**config.mk**
```make
export PLATFORM = sky130hd
export DESIGN_NAME = load_store_unit
export DESIGN_NICKNAME = d
export VERILOG_FILES = /design/src/rtl/lsu_pkg.sv /design/src/rtl/lsu_align.sv /design/src/rtl/load_store_unit.sv
export SDC_FILE = /design/constraint.sdc
export NUM_CORES = 1
export LEC_CHECK = 0
export ABC_AREA = 1
export BUFFER_PORTS_ARGS = -buffer_cell sky130_fd_sc_hd__buf_2
export CORE_MARGIN = 5
export CORE_UTILIZATION = 33
export CTS_CLUSTER_SIZE = 40
export DETAILED_ROUTE_END_ITERATION = 7
export GPL_TIMING_DRIVEN = 0
export HOLD_SLACK_MARGIN = 0.12
export PLACE_DENSITY_LB_ADDON = 0.05
export SYNTH_ARGS = -nofsm -noshare
export SYNTH_HDL_FRONTEND = slang
export SYNTH_SLANG_ARGS = --single-unit
```
**constraint.sdc**
```tcl
create_clock -name CLK -period 3.75 [get_ports CLK]
set_input_delay 0.1875 -clock CLK [delete_from_list [all_inputs] [get_ports CLK]]
set_output_delay 0.1875 -clock CLK [all_outputs]
set_load 0.01 [all_outputs]
```
**src/rtl/lsu_pkg.sv**
```systemverilog
// Shared definitions for the load/store unit: funct3 access codes, FSM states, lane helpers.
package lsu_pkg;

  typedef enum logic [2:0] {
    SizeB  = 3'b000,
    SizeH  = 3'b001,
    SizeW  = 3'b010,
    SizeBu = 3'b100,
    SizeHu = 3'b101
  } lsu_size_e;

  typedef enum logic [2:0] {
    StIdle,
    StRd,
    StCap,
    StWr,
    StResp
  } lsu_state_e;

  // Byte offset of the accessed lane; misaligned halfword/word offsets round down.
  function automatic logic [1:0] lane_offset(input logic [2:0] size, input logic [1:0] lo);
    case (size[1:0])
      2'b00:   return lo;
      2'b01:   return {lo[1], 1'b0};
      default: return 2'b00;
    endcase
  endfunction

  function automatic logic [3:0] lane_sel(input logic [2:0] size, input logic [1:0] lo);
    case (size[1:0])
      2'b00:   return 4'b0001 << lane_offset(size, lo);
      2'b01:   return 4'b0011 << lane_offset(size, lo);
      default: return 4'b1111;
    endcase
  endfunction

  function automatic logic misaligned(input logic [2:0] size, input logic [1:0] lo);
    return ((size[1:0] == 2'b01) && lo[0]) || ((size[1:0] == 2'b10) && (lo != 2'b00));
  endfunction

endpackage

```
**src/rtl/lsu_align.sv**
```systemverilog
// Lane extraction and sign/zero extension for loads, and lane merging for sub-word stores.
module lsu_align
  import lsu_pkg::*;
(
  input  logic [2:0]  size_i,
  input  logic [1:0]  addr_lo_i,
  input  logic [31:0] rdata_i,
  input  logic [31:0] wdata_i,
  output logic [31:0] load_data_o,
  output logic [31:0] store_word_o
);

  logic [1:0]  off;
  logic [3:0]  sel;
  logic [31:0] shifted;
  logic [31:0] wshift;

  always_comb begin
    off     = lane_offset(size_i, addr_lo_i);
    sel     = lane_sel(size_i, addr_lo_i);
    shifted = rdata_i >> {off, 3'b000};
    wshift  = wdata_i << {off, 3'b000};

    case (size_i)
      SizeB:   load_data_o = {{24{shifted[7]}}, shifted[7:0]};
      SizeH:   load_data_o = {{16{shifted[15]}}, shifted[15:0]};
      SizeBu:  load_data_o = {24'h0, shifted[7:0]};
      SizeHu:  load_data_o = {16'h0, shifted[15:0]};
      default: load_data_o = rdata_i;
    endcase

    store_word_o = rdata_i;
    for (int i = 0; i < 4; i++) begin
      if (sel[i]) store_word_o[8*i +: 8] = wshift[8*i +: 8];
    end
  end

endmodule

```
**src/rtl/load_store_unit.sv**
```systemverilog
// Load/store unit with read-modify-write sub-word stores over a single-ported word memory.
// Define LSU_MISALIGN_TRAP_EN to fault misaligned halfword/word accesses instead of aligning down.
module load_store_unit
  import lsu_pkg::*;
#(
  parameter int unsigned MEM_WORDS = 64
) (
  input  logic        CLK,
  input  logic        RESET,
  input  logic        req_valid,
  output logic        req_ready,
  input  logic        req_write,
  input  logic [2:0]  req_size,
  input  logic [31:0] req_addr,
  input  logic [31:0] req_wdata,
  output logic        rsp_valid,
  output logic [31:0] rsp_rdata,
  output logic        rsp_err,
  output logic [31:0] mem_addr,
  output logic        mem_we,
  output logic [31:0] mem_wdata,
  output logic [2:0]  mem_size,
  input  logic [31:0] mem_rdata
);

  lsu_state_e  state_q, state_d;
  logic        write_q, write_d;
  logic [1:0]  addr_lo_q, addr_lo_d;
  logic [31:0] wdata_q, wdata_d;
  logic        req_ready_q, req_ready_d;
  logic        rsp_valid_q, rsp_valid_d;
  logic [31:0] rsp_rdata_q, rsp_rdata_d;
  logic        rsp_err_q, rsp_err_d;
  logic [31:0] mem_addr_q, mem_addr_d;
  logic        mem_we_q, mem_we_d;
  logic [31:0] mem_wdata_q, mem_wdata_d;
  logic [2:0]  mem_size_q, mem_size_d;

  logic        fault;
  logic [31:0] load_data;
  logic [31:0] store_word;

  lsu_align u_align (
    .size_i      (mem_size_q),
    .addr_lo_i   (addr_lo_q),
    .rdata_i     (mem_rdata),
    .wdata_i     (wdata_q),
    .load_data_o (load_data),
    .store_word_o(store_word)
  );

  always_comb begin
    fault = (req_write ? !(req_size inside {SizeB, SizeH, SizeW})
                       : !(req_size inside {SizeB, SizeH, SizeW, SizeBu, SizeHu}))
            || ({2'b00, req_addr[31:2]} >= MEM_WORDS);
`ifdef LSU_MISALIGN_TRAP_EN
    fault = fault || misaligned(req_size, req_addr[1:0]);
`endif
  end

  always_comb begin
    state_d     = state_q;
    write_d     = write_q;
    addr_lo_d   = addr_lo_q;
    wdata_d     = wdata_q;
    req_ready_d = req_ready_q;
    rsp_valid_d = 1'b0;
    rsp_rdata_d = rsp_rdata_q;
    rsp_err_d   = rsp_err_q;
    mem_addr_d  = mem_addr_q;
    mem_we_d    = 1'b0;
    mem_wdata_d = mem_wdata_q;
    mem_size_d  = mem_size_q;

    unique case (state_q)
      StIdle: begin
        if (req_valid) begin
          write_d     = req_write;
          addr_lo_d   = req_addr[1:0];
          wdata_d     = req_wdata;
          mem_addr_d  = {2'b00, req_addr[31:2]};
          mem_size_d  = req_size;
          req_ready_d = 1'b0;
          if (fault) begin
            state_d     = StResp;
            rsp_valid_d = 1'b1;
            rsp_err_d   = 1'b1;
            rsp_rdata_d = 32'h0;
          end else if (req_write && (req_size == SizeW)) begin
            state_d     = StWr;
            mem_we_d    = 1'b1;
            mem_wdata_d = req_wdata;
          end else begin
            // Loads and sub-word stores both need the current word first.
            state_d = StRd;
          end
        end
      end
      StRd: state_d = StCap;
      StCap: begin
        if (write_q) begin
          state_d     = StWr;
          mem_we_d    = 1'b1;
          mem_wdata_d = store_word;
        end else begin
          state_d     = StResp;
          rsp_valid_d = 1'b1;
          rsp_err_d   = 1'b0;
          rsp_rdata_d = load_data;
        end
      end
      StWr: begin
        state_d     = StResp;
        rsp_valid_d = 1'b1;
        rsp_err_d   = 1'b0;
        rsp_rdata_d = 32'h0;
      end
      StResp: begin
        state_d     = StIdle;
        req_ready_d = 1'b1;
      end
      default: begin
        state_d     = StIdle;
        req_ready_d = 1'b1;
      end
    endcase
  end

  always_ff @(posedge CLK or posedge RESET) begin
    if (RESET) begin
      state_q     <= StIdle;
      write_q     <= 1'b0;
      addr_lo_q   <= 2'b00;
      wdata_q     <= 32'h0;
      req_ready_q <= 1'b1;
      rsp_valid_q <= 1'b0;
      rsp_rdata_q <= 32'h0;
      rsp_err_q   <= 1'b0;
      mem_addr_q  <= 32'h0;
      mem_we_q    <= 1'b0;
      mem_wdata_q <= 32'h0;
      mem_size_q  <= 3'b000;
    end else begin
      state_q     <= state_d;
      write_q     <= write_d;
      addr_lo_q   <= addr_lo_d;
      wdata_q     <= wdata_d;
      req_ready_q <= req_ready_d;
      rsp_valid_q <= rsp_valid_d;
      rsp_rdata_q <= rsp_rdata_d;
      rsp_err_q   <= rsp_err_d;
      mem_addr_q  <= mem_addr_d;
      mem_we_q    <= mem_we_d;
      mem_wdata_q <= mem_wdata_d;
      mem_size_q  <= mem_size_d;
    end
  end

  assign req_ready = req_ready_q;
  assign rsp_valid = rsp_valid_q;
  assign rsp_rdata = rsp_rdata_q;
  assign rsp_err   = rsp_err_q;
  assign mem_addr  = mem_addr_q;
  assign mem_we    = mem_we_q;
  assign mem_wdata = mem_wdata_q;
  assign mem_size  = mem_size_q;

endmodule

```
==> After elaboration in Yosys (flattened, before gate mapping) <==
Cells that the tools add are included.
{ "classes": {"magnitude_cmp": 1, "mul": 0, "n_eq_ne": 17, "n_reduce_logical": 17, "add_sub_neg": 0, "bitwise_logic": 1, "div": 0, "n_shift": 4, "mux": 39} }
{ "ops": {"columns": ["op", "n"], "rows": [
  ["$mux W32", 7],
  ["$pmux W32 S4", 1],
  ["$pmux W32 S3", 1],
  ["$pmux W32 S2", 1],
  ["$mux W8", 4],
  ["$shl A32 B5 Y32", 1],
  ["$shr A32 B5 Y16", 1],
  ["$ge A30 B7 Y1 const B", 1],
  ["$eq A3 B3 Y1 const B", 4],
  ["$mux W1", 12],
  ["$ne A2 B2 Y1 const B", 6],
  ["$pmux W3 S4", 1],
  ["$eq A3 B1 Y1 const B", 3],
  ["$eq A3 B2 Y1 const B", 3],
  ["$logic_not A3 Y1", 3],
  ["$mux W3", 3],
  ["$pmux W4 S2", 1],
  ["$mux W2", 3],
  ["$pmux W1 S3", 2],
  ["$reduce_bool A3 Y1", 2],
  ["$reduce_and A5 Y1", 1],
  ["$reduce_bool A5 Y1", 1],
  ["$pmux W1 S2", 2],
  ["$pmux W2 S2", 1],
  ["12 further kinds", 14]
]} }
{ "word_totals": {"ram_bits": 0, "in_bits": 103, "latch_bits": 0, "memories": 0, "rom_bits": 0, "regBits": 139} }

==> Depth between registers and ports, before layout <==
{ "depth": {"word_depth": 8, "ltp_mapped": 12, "mapped_depth_nobuf": 10} }

==> Cells and area by module <==
Synthesis repeated with hierarchy kept, for this count alone.
{ "unflattened": {"hier_cells": 1182, "hier_area_um2": 7946.4} }
{ "by_module_without_submodules": {"columns": ["mod", "area_per_inst_um2", "cells_each", "n_inst"], "rows": [
  ["load_store_unit", 6251.0, 814, 1],
  ["lsu_align", 1695.4, 368, 1]
]} }

==> Least setup slack after synthesis <==
Ideal clock, no wire load.
{ "synth_timing": {"kind": "reg2reg", "start": "register mem_size_q[1], in the netlist mem_size[1]", "end": "register rsp_rdata_q[16], in the netlist rsp_rdata[16]", "period_less_slack_ps": 1615, "arrival_ps": 1498, "stages_incl_launch_ff": 11, "slack_ps": 2135, "path_cell_list": "dfrtp_1 buf_6 nor2_8 nand2_4 nand2_1 nand3_1 nand3_2 nand2_4 nor2_4 buf_12 o21ai_2"} }
{ "synth_via": {"elab_chain_cells": 6, "elab_cells_between_ends": 11} }
{ "synth_lines": {"columns": ["element", "line", "source"], "rows": [
  ["from (decl)", "load_store_unit.sv:37", "logic [2:0] mem_size_q, mem_size_d;"],
  ["from (signal assigned)", "load_store_unit.sv:155", "mem_size_q <= mem_size_d;"],
  ["$eq A2 B1 Y1 / $logic_not A2 Y1 (equally long branches)", null, null],
  ["$pmux W2 S2", "lsu_pkg.sv:22", "case (size[1:0])"],
  ["$shr A32 B5 Y16", "lsu_align.sv:21", "shifted = rdata_i >> {off, 3'b000};"],
  ["$pmux W32 S4 *", "lsu_align.sv:24", "case (size_i)"],
  ["$mux W32 *", "load_store_unit.sv:101", "if (write_q) begin"],
  ["$pmux W32 S3 *", "load_store_unit.sv:75", "unique case (state_q)"],
  ["to (signal assigned)", "load_store_unit.sv:150", "rsp_rdata_q <= rsp_rdata_d;"],
  ["to (decl)", "load_store_unit.sv:32", "logic [31:0] rsp_rdata_q, rsp_rdata_d;"]
]} }
Every way passes the cells marked *; elsewhere a longest branch is shown, timed or not. The select of a mux whose other input is x is not followed.
A chain may end at the register's enable or synchronous reset.

==> Worst setup path after layout <==
{ "layout_timing": {"start": "input port req_addr[15]", "end": "register mem_wdata_q[1], in the netlist mem_wdata[1]"} }
{ "layout_via": {"elab_chain_cells": 4} }
{ "layout_lines": {"columns": ["element", "line", "source"], "rows": [
  ["from (decl)", "load_store_unit.sv:14", "input logic [31:0] req_addr,"],
  ["$ge A30 B7 Y1", "load_store_unit.sv:55", "|| ({2'b00, req_addr[31:2]} >= MEM_WORDS);"],
  ["$logic_or A1 B1 Y1", "load_store_unit.sv:55", null],
  ["$ne A2 B2 Y1 (no line)", null, null],
  ["$reduce_and A5 Y1 (no line)", null, null],
  ["to (signal assigned)", "load_store_unit.sv:154", "mem_wdata_q <= mem_wdata_d;"],
  ["to (decl)", "load_store_unit.sv:36", "logic [31:0] mem_wdata_q, mem_wdata_d;"]
]} }
Every way passes these cells.

==> Flow_metrics.wiki <==
{| class="wikitable"
! Metric !! Value
|-
| Status || complete, no violations
|-
| Multiplexer share of the synthesized area || 0%
|-
| Detail Placement HPWL || 21640 um
|-
| Cell Pwr Density || ~650 nW/um^2
|-
| Post-synthesis average cell area || between 7 and 8 sq um
|-
| Core area || 21960 sq um
|-
| Skew final || 0.01078 ns
|-
| Setup total negative slack || 0 ns
|-
| Effective utilization at floorplan || 33.62%
|-
| Number of enable flip-flop cells after synthesis || 0
|-
| Number of warnings issued by yosys || 0
|-
| Compound-gate portion of the synthesized area || 16.47%
|-
| Vias in the first global route || approximately 7.7k
|-
| Clock transition at the register clock pins on the worst setup and hold paths after CTS || 0.06 ns
|-
| Most common flop cell mapped by yosys || dfrtp_1
|-
| Number of optimization iterations in the first detailed-route pass || 5
|-
| Total Die Area || 25470 sq um
|-
| Xor and xnor area share after synthesis || 0%
|-
| Detailed router's first-iteration violation count || 473
|-
| Number of hold violations in the final report || 0
|-
| Critical path required time || slightly above 4 ns
|-
| Setup repair after global routing missed its margin || no
|-
| Main combinational cell family by area after synthesis || simple AND/OR/NAND/NOR gates
|-
| Maximum number of pins on one net before global-route repair || 35
|-
| CTS HTree Levels || 4
|-
| Hold path startpoint || req_addr[8]
|-
| Post-synthesis adder-cell area fraction || 0%
|-
| Worst setup path startpoint || req_addr[15]
|-
| Num CTS Buffers || 17
|-
| GR Overflow Total || 0
|-
| X dimension of the die || 159.6 um
|-
| Post-synthesis share of cell area spent on and, or, nand and nor gates || between 20% and 30%
|-
| Boundary pin count || between 200 and 250
|-
| DRC violation count after routing || 0
|-
| Share of layout cells above drive strength 1 || 23.71%
|-
| Filler instances || 2341
|-
| Min cycle time layout || 2.159 ns
|-
| Number of standard cells after synthesis || 991
|-
| Chip Height || 159.6 um
|-
| Nets || 1389
|-
| Drt total wl || about 28000 um
|-
| Global-route wire length before repair || 44020 um
|-
| LEAKAGE || ~5.3 nW
|-
| Input/output buffers || approximately 200
|-
| Worst hold margin || between 0.1 and 0.15 ns
|-
| Startpoint-to-endpoint class of the critical path || in -> reg
|-
| Top library cells by usage in the layout, fill and taps aside || nand2_1 (304), buf_2 (220), dfrtp_1 (138)
|-
| CTS tree || yes
|-
| Mapped cell area || about 7400 sq um
|-
| Crit path capture type || flop
|-
| Later-pin clock latency in the skew report || 0.43 ns
|-
| Antenna violations before repair || 4
|-
| Most frequent standard cell in the layout excluding fill and tap cells || nand2_1
|-
| Library cells used by synthesis || 35
|-
| Fmax || 0.4632 GHz
|-
| GP Congestion || 0.9260
|-
| Seq/Total Area, Yosys || a little under half
|-
| Classification of the worst-slack hold path || in -> reg
|-
| Standard-cell rows || 54
|-
| Synthesis-stage register bit count || ~140
|-
| Arrival time worst endpoint || 2.53 ns
|-
| Vias || 7661
|-
| Total global routing track utilization || 22.08%
|-
| Master cell of the clock root buffer || clkbuf_16
|-
| Tightest Pin Transition || 0.5972 ns
|-
| Remaining antenna violation count || 0
|-
| Async set-or-reset flop fraction in the synthesized netlist || 100.0%
|-
| Count of max-cap constraint violations || 0
|-
| Avg Vias per Cell || roughly 4.8
|-
| Setup crit start kind || input pin
|-
| Max-slew violation count || 0
|-
| CTS Sinks || 139
|-
| DR WL/cell || ~18 um
|-
| Maximum buffer depth of the clock tree || 2
|-
| Setup-failing EPs final || 0
|-
| Maximum fanout along the worst path || 10
|-
| Worst vdd rail ir drop || approximately 0.00034 V
|-
| Relative slew margins || approximately three fifths
|-
| Share of the clock period used by the worst path after layout || 57.57%
|-
| Syn-to-layout area delta || 36.96%
|-
| Startpoint of the lowest-slack register-to-register path || mem_size[1]$_DFFE_PP0P_
|}
==> where the power goes <==
part / leakage, nW / internal (mW) / switching, mW / total, mW
clock: 0.278 / 0.964 / 0.729 / 1.69
combinational: 3.26 / 0.910 / 1.84 / 2.75
sequential: 1.76 / 1.91 / 0.266 / 2.17
total: 5.30 / 3.78 / 2.83 / 6.61
==> registers in the layout, indices dropped and copies added (netlist names) <==
name	flops
write_q	1
mem_wdata	32
mem_addr	30
rsp_rdata	32
wdata_q	32
state_q	3
addr_lo_q	2
rsp_err	1
mem_size	3
rsp_valid	1
mem_we	1
req_ready	1
==> synth_stat cells (4+ instances only) <==
cell	instances	share of area [%]
o21ai_0	110	7.5
clkbuf_1	29	1.5
o21ai_2	11	1.3
o211ai_1	6	0.61
nand2_2	4	0.34
buf_4	8	0.81
nor2_4	4	0.61
nand3_1	48	3.3
inv_2	8	0.41
a21oi_1	66	4.5
nor2_1	58	2.9
buf_2	17	1.2
nand4_1	26	2.2
inv_1	97	4.9
o21ai_1	19	1.3
nand2_1	304	15
o22ai_1	9	0.76
dfrtp_1	138	47
==> logic make-up after synthesis <==
group | after synthesis
buffers and inverters | 166
AO/OA/AOI/OAI | 226
flip-flops | 139
other | 1
AND/OR/NAND/NOR | 459
==> final cells by class <==
cell class,instances,area [sq um],share of cell area (%)
repair buffers,275,1777,17.57
diodes,4,10.01,0.09899
clock buffers,19,452.9,4.479
inverters,105,397.9,3.935
flip-flops and latches,139,3480,34.41
well taps,280,350.3,3.464
plain buffers,61,319.1,3.155
multi-input cells,687,3194,31.59
clock inverters,13,131.4,1.299
==> per-layer routing <==
metal | track usage (%) | vias to the layer above | routed length, um
met5 | 0 | - | 0
met4 | 7.219 | 0 | 609
met3 | 4.064 | 42 | 1558
met1 | 30.21 | 3575 | 12910
met2 | 35.47 | 240 | 13070
li1 | - | 3804 | -
==> path summary, 6_finish.rpt <==
check	endpoint	cells after the start	slack, ns
worst min-delay path	mem_addr[6]$_DFFE_PP0P_	3	0.14
worst max register to register	mem_wdata[2]$_DFFE_PP0P_	10	1.63
worst max-delay path	mem_wdata[1]$_DFFE_PP0P_	13	1.59
min in group asynchronous	rsp_rdata[1]$_DFFE_PP0P_	3	0.38
worst min register to register	mem_addr[3]$_DFFE_PP0P_	2	0.47
max in group asynchronous	wdata_q[23]$_DFFE_PP0P_	5	2.57
==> worst max-delay path, stage by stage <==
cell	delay, ns
dlygate4sd3_1	0.56
buf_2	0.13
inv_1	0.06
nand2_1	0.06
nor2_1	0.12
nand2_1	0.07
nor2_1	0.19
and2_1	0.23
nand3_2	0.29
nand2_2	0.30
buf_4	0.20
nand2_1	0.07
nand2_1	0.07
==> metrics by stage <==
stage | power (mW) | cells | setup WS [ns] | cell area [sq um] | utilization, %
after floorplan | 3.929 | 992 | 1.828 | 7391 | -
after global placement | 4.857 | 1475 | 0.6900 | 8757 | 39.88
after detailed placement | 4.888 | 1479 | 1.572 | 8837 | 40.25
after CTS | 6.657 | 1579 | 1.551 | 10100 | 46.01
after global routing | 7.097 | 1583 | 1.429 | 10110 | 46.05
final | 6.613 | 1583 | 1.591 | 10110 | 46.05
==> repair_timing <==
action | 4_1_cts | 5_1_grt
setup buffers | 0 | 0
gates resized for setup | 0 | 0
hold buffers | 68 | 0
hold endpoints to repair | 94 | 0
(Power assumes the default switching activity.)
